### src/rtl/mux16_rr_arbiter.sv
// Round-robin arbiter sharing one 8-bit 16:1 mux among 16 requesters.
// Drives registered, glitch-free mux selects s3..s0 for the whole grant.
//
// Ports:
//   clk        rising-edge clock
//   reset_n    asynchronous active-low reset
//   req_i      request vector, bit i requests mux input i
//   release_i  one-cycle pulse from the holder ending its grant
//   s0_o..s3_o mux select bits (s0 = LSB), index of the granted requester
//   grant_o    registered one-hot grant
//   busy_o     high while a grant is held
//   timeout_o  one-cycle pulse when a grant is ended by the hold limit only
module mux16_rr_arbiter #(
    parameter int unsigned MAX_HOLD = 16,
    parameter int unsigned CNT_W    = 5
) (
    input  logic        clk,
    input  logic        reset_n,
    input  logic [15:0] req_i,
    input  logic        release_i,
    output logic        s0_o,
    output logic        s1_o,
    output logic        s2_o,
    output logic        s3_o,
    output logic [15:0] grant_o,
    output logic        busy_o,
    output logic        timeout_o
);

    typedef enum logic {
        IDLE  = 1'b0,
        GRANT = 1'b1
    } state_t;

    localparam logic [CNT_W-1:0] HOLD_MAX = CNT_W'(MAX_HOLD);
    // With the timeout disabled the counter just parks at all-ones.
    localparam logic [CNT_W-1:0] CNT_SAT  =
        (MAX_HOLD == 0) ? {CNT_W{1'b1}} : HOLD_MAX;

    state_t           state_q, state_d;
    logic [3:0]       sel_q, sel_d;
    logic [3:0]       ptr_q, ptr_d;
    logic [15:0]      grant_q, grant_d;
    logic [CNT_W-1:0] cnt_q, cnt_d;
    logic             timeout_q, timeout_d;

    logic             pick_vld;
    logic [3:0]       pick_idx;
    logic [3:0]       scan_idx;
    logic             to_hit;
    logic             hold_end;

    // Search ptr, ptr+1, ... with 4-bit wrap. Scanning from the far end
    // down lets the lowest offset from ptr win the last assignment.
    always_comb begin
        pick_vld = 1'b0;
        pick_idx = 4'd0;
        scan_idx = 4'd0;
        for (int i = 15; i >= 0; i--) begin
            scan_idx = ptr_q + 4'(i);
            if (req_i[scan_idx]) begin
                pick_vld = 1'b1;
                pick_idx = scan_idx;
            end
        end
    end

    assign to_hit   = (MAX_HOLD != 0) && (cnt_q == HOLD_MAX);
    assign hold_end = release_i || !req_i[sel_q] || to_hit;

    always_comb begin
        state_d   = state_q;
        sel_d     = sel_q;
        ptr_d     = ptr_q;
        grant_d   = grant_q;
        cnt_d     = cnt_q;
        timeout_d = 1'b0;
        case (state_q)
            IDLE: begin
                if (pick_vld) begin
                    state_d = GRANT;
                    sel_d   = pick_idx;
                    grant_d = 16'd1 << pick_idx;
                    cnt_d   = CNT_W'(1);
                end
            end
            GRANT: begin
                if (hold_end) begin
                    state_d   = IDLE;
                    grant_d   = 16'd0;
                    // Holder drops to lowest priority for the next pick.
                    ptr_d     = sel_q + 4'd1;
                    cnt_d     = '0;
                    // A coincident release or req drop counts as normal.
                    timeout_d = to_hit && !release_i && req_i[sel_q];
                end else if (cnt_q != CNT_SAT) begin
                    cnt_d = cnt_q + CNT_W'(1);
                end
            end
            default: begin
                state_d = IDLE;
            end
        endcase
    end

    always_ff @(posedge clk or negedge reset_n) begin
        if (!reset_n) begin
            state_q   <= IDLE;
            sel_q     <= 4'd0;
            ptr_q     <= 4'd0;
            grant_q   <= 16'd0;
            cnt_q     <= '0;
            timeout_q <= 1'b0;
        end else begin
            state_q   <= state_d;
            sel_q     <= sel_d;
            ptr_q     <= ptr_d;
            grant_q   <= grant_d;
            cnt_q     <= cnt_d;
            timeout_q <= timeout_d;
        end
    end

    assign s0_o      = sel_q[0];
    assign s1_o      = sel_q[1];
    assign s2_o      = sel_q[2];
    assign s3_o      = sel_q[3];
    assign grant_o   = grant_q;
    assign busy_o    = (state_q == GRANT);
    assign timeout_o = timeout_q;

endmodule

### config.mk
export PLATFORM = sky130hd
export DESIGN_NAME = mux16_rr_arbiter
export DESIGN_NICKNAME = d
export VERILOG_FILES = /design/src/rtl/mux16_rr_arbiter.sv
export SDC_FILE = /design/constraint.sdc
export NUM_CORES = 1
export LEC_CHECK = 0
export ABC_AREA = 1
export BUFFER_PORTS_ARGS = -buffer_cell sky130_fd_sc_hd__buf_4
export CORE_AREA = 2 2 96 98
export DETAILED_ROUTE_END_ITERATION = 6
export DIE_AREA = 0 0 98 100
export SLEW_MARGIN = 15
export SYNTH_ARGS = -nofsm -noshare
export SYNTH_HDL_FRONTEND = slang
export SYNTH_SLANG_ARGS = --single-unit
### constraint.sdc
create_clock -name clk -period 4.78 [get_ports clk]
set_input_delay 0.478 -clock clk [delete_from_list [all_inputs] [get_ports clk]]
set_output_delay 0.478 -clock clk [all_outputs]
set_load 0.02 [all_outputs]
Word level (Yosys, flattened, before mapping):

Index checks and enable logic that the tools add are counted.

* RAM bits: 0
* latch bits: 0
* register bits: 31
* output and inout bits: 22
* logic and storage cells: 135
* bits in read-only memories: 0
* memories kept: 0

* eq/ne operators: 5
* order comparisons: 17
* bitwise operators: 1
* div/mod/pow operators: 0
* add/sub/neg operators: 17
* shift operators: 1
* reduce and logical (&&, ||, !) cells: 10
* multiplexer cells: 78
* $mul: 0

Operator list (count)
* $lt 4x5->1 const B: 17
* $bmux 1 s4: 17
* $mux 4: 16
* $mux 1: 37
* $add 4x4->4 const B: 8
* $mux 16: 2
* $pmux 16 s2: 1
* $add 4x3->4 const B: 4
* $shl 1x4->16 const A: 1
* $mux 5: 3
* $pmux 5 s2: 1
* $add 4x1->4 const B: 2
* $add 4x2->4 const B: 2
* $reduce_and 2->1: 4
* $add 5x1->5 const B: 1
* $eq 5x5->1 const B: 1
* $ne 5x5->1 const B: 1
* $ne 3x1->1 const B: 1
* $logic_and 1x1->1: 2
* $logic_not 1->1: 2
* $logic_or 1x1->1: 2
* $ne 2x1->1 const B: 1
* $ne 2x2->1 const B: 1
* $pmux 1 s2: 1
* $not 1->1: 1

Depth between registers and ports, before layout:

* depth in word-level cells: 22
* depth in mapped cells: 32
* mapped depth without buffers: 29

Worst setup path after synthesis:

No wires, ideal clock.

* kind: register -> register
* start: register ptr_q[1]
* end: register grant_q[0] (netlist: grant_o[0])
* slack: 1.863 ns
* data required time: 4.663 ns
* buffers on the path: 2
* clock period less this slack: 2.917 ns
* stages on the path, launching flop included: 28
* arrival: 2.799 ns
* path through: dfrtp_1 -> inv_1 -> buf_2 -> ha_1 -> buf_1 -> nand3_1 -> nand3_1 -> nand2_1 -> nand2_2 -> nand2_4 -> inv_4 -> nand3_1 -> nand3_1 -> nand2_1 -> nand2_1 -> nand2_1 -> nand2_1 -> nand2_1 -> nand2_1 -> nand2_1 -> nand2_1 -> nand2_1 -> nand2_1 -> nand2_2 -> a21oi_1 -> nor2_4 -> nand3_1 -> nand2_1

* cells in the longest elaborated chain, start to end: 22
* elaborated cells between the ends (all ways): 84
* classes of those cells: add/sub: 15; eq/ne: 1; shift: 1; mux: 66; reduce/logical: 1

Ends and longest elaborated chain
* start: declaration: line 42 `logic [3:0] ptr_q, ptr_d;`
* start signal: assignment: line 117 `ptr_q <= ptr_d;`
* $add 4x4->4: line 60 `scan_idx = ptr_q + 4'(i);`
* $bmux 1 s4: line 61 `if (req_i[scan_idx]) begin`
* $mux 1 (implied by the code): line 61
* $mux 4 (16 in a row): line 61
* $shl 1x4->16: line 83 `grant_d = 16'd1 << pick_idx;`
* $mux 16: line 80 `if (pick_vld) begin`
* $pmux 16 s2: line 78 `case (state_q)`
* end signal: assignment: line 118 `grant_q <= grant_d;`
* end: declaration: line 43 `logic [15:0] grant_q, grant_d;`

Parallel ways exist; a longest one is shown, timed or not. The select of a mux whose other input is x is not followed.
A chain may end at the register's enable or synchronous reset.

Worst setup path after layout:

* start: register ptr_q[1]
* end: register grant_q[6] (netlist: grant_o[6])

The elaborated chain is that of the path after synthesis.

==> run summary <==
Synth Area in Compound Gates: 12.3%
post_cts resized: 0
min Tclk post-route: 3.63 ns
worst clock skew: 0.00894 ns
antenna-violating nets left: 0
cell mode on critical path: nand2_1
DRC: 0
Worst-path clk slew: 0.07 ns
Synth area leaders: nand2_1 (23%), dfrtp_1 (23%), nand3_1 (13%), inv_1 (6.2%), o21ai_0 (4.8%)
final net count: 625
Hold Path Class: input pin to async pin
port bufs: 40
via count: 3652
Worst Max-Slew Pin Slew: 0.537 ns
reg2reg end: grant_o[6]
Crit. End Element: flop
Setup Buffers After CTS: 0
max cap viols: 0
Worst-Skew Late Latency: 0.28 ns
unrepaired setup endpoints after global routing: false
Mapped Cells: 562
H-tree levels: 2
fin cells: 708
antenna fix cells: 0
antenna violations before repair: 0
simple-gate share of the synthesized area: 46.0%
top_reg_cell synth: dfrtp_1
CP arrival: 3.80 ns
xor and xnor area share after synthesis: 4.15%
ys async rst share: 100%
vias per cell: 5.16
Layout Area Growth over Synthesis: 13.3%
setup TNS: 0 ns
routed len/inst: 13.9 um
Post-synth EDFFs: 0
hpwl dp: 7.66 mm
total track usage: 20.3%
CP required: 4.95 ns
Die Wd: 98 um
cell taking the most area after synthesis: nand2_1
I/O pin count: 41
Core Rows: 35
CTS root buffer: clkbuf_8
reg2reg path depth: 28
Warnings, synthesis: 0
Synth Area in Adders: 3.67%
CTS tree: built
Synth cell types: 36
Hold-fix buffers, CTS: 0
fin crit share: 75.9%
register bit count reported by yosys: 31
Filler cells: 991
CP max-delay cell: ha_1
chip height: 100 um
CTS Sinks: 31
Setup violations, final: 0
Placed Instances: 700
Synth top area share: 23.1%
synthesized area per cell: 6.06 um2
grt total ovfl: 0
worst-path fanout max: 14
status: finished, final reports clean
GPL Wtd Cong: 0.968
main combinational cell family by area after synthesis: simple AND/OR/NAND/NOR gates
WS Path Type: flop to flop
Slew Limit Fails: 0
initial cell density of the core: 38.3%
Placeable Area: 0.00889 mm2
initial drt markers: 297
R2R Path Start: ptr_q[1]
DR pass1 iterations: 5
clk buf depth: 2
Fmax achieved: 0.276 GHz
CP peak stage delay: 0.54 ns
sequential fraction of the synthesis area: 22.8%
die area: 0.00980 mm2
vias in the first global route: 3404
Worst slew margin: 64.1%
Crit. Startpoint: ptr_q[1]
first-pass GRT wire length: 16.3 mm
largest net degree at the start of global routing: 32
Final Hold Fails: 0
CTS Buf Count: 5
multiplexer area fraction after synthesis: 0%
startpoint types: flop
Synth Cell Area: 0.00341 mm2
Routed Wire Length: 9.86 mm
R2R setup slack: 1.15 ns
share of layout cells above drive strength 1: 15.9%
post-synthesis net count: 591
## layout make-up
cell class	instances	area, um2	area share [%]
Tap cell	111	139	3.60
Inverter	68	260	6.74
Clock inverter	1	7.51	0.194
Clock buffer	7	96.3	2.50
Timing Repair Buffer	44	330	8.55
Multi-Input combinational cell	446	2250	58.3
Sequential cell	31	776	20.1
## per-stage QoR
| stage | hold WS, ns | setup WS [ns] | cell area [um2] | utilization (%) |
|---|---|---|---|---|
| finish | 0.119 | 1.15 | 3860 | 43.4 |
| global route | 0.151 | 0.674 | 3860 | 43.4 |
| CTS | 0.130 | 1.17 | 3860 | 43.4 |
| detailed placement | 0.433 | 1.20 | 3760 | 42.3 |
| global placement | 0.430 | 1.27 | 3760 | 42.3 |
| floorplan | 0.182 | 1.86 | 3410 | - |
## critical path: cells and delay by family (launching register included)
| kind | cells | cell delay [ns] |
|---|---|---|
| AOI/OAI and AO/OA | 1 | 0.21 |
| adders and majority gates | 1 | 0.54 |
| and+or+nand+nor | 21 | 1.57 |
| buffers and inverters | 5 | 0.86 |
| DFF | 1 | 0.33 |
## layout by cell type (no fill, tap or decap), types with 7 or more instances in the layout
cell type | Yosys | routed
inv_2 | 10 | 10
buf_4 | 1 | 44
a21oi_1 | 25 | 25
nor2_1 | 21 | 21
nand2_2 | 10 | 10
inv_1 | 56 | 56
o21ai_0 | 33 | 33
ha_1 | 10 | 10
nand2_1 | 210 | 210
nand3_1 | 91 | 91
clkbuf_8 | 0 | 7
dfrtp_1 | 31 | 31
## cell usage after synthesis (all sizes together), types with 4 or more instances
library cell,instances
nand3,91
dfrtp,31
clkbuf,4
inv,68
xor2,7
buf,13
a21oi,27
o21ai,38
xnor2,4
nand2,226
nor2,27
ha,10
## worst max path at each step
stage / to / slack, ns / cells after the start
floorplan: grant_o[0] / 1.86 / 27
global placement: grant_o[7] / 1.27 / 29
detailed placement: grant_o[7] / 1.20 / 28
CTS: grant_o[7] / 1.17 / 28
global route: grant_o[7] / 0.67 / 28
finish: grant_o[6] / 1.15 / 28
## metal layers
layer / wire (um) / global-route usage (%) / vias up
met2: 4560 / 33.7 / 115
met3: 531 / 1.32 / 10
li1: - / - / 1871
met1: 4680 / 29.0 / 1656
met5: 0 / 0 / -
met4: 93 / 4.91 / 0
## sequential cells by signal (all words and copies together), names as in the netlist
register and flops:
grant_o 16, cnt_q 5, ptr_q 4, sel_q 4, busy_o 1, timeout_o 1
## kinds of logic (layout without fill, tap and decap cells)
kind of cell,after synthesis,after routing
AOI/OAI and AO/OA,74,74
xor gates and xnor gates,11,11
adders and majority gates,10,10
buffers and inverters,85,120
DFF,31,31
and+or+nand+nor,351,351
Power is not shown: default switching activity piles up to over one toggle a cycle in this logic, so the estimate is an artifact.
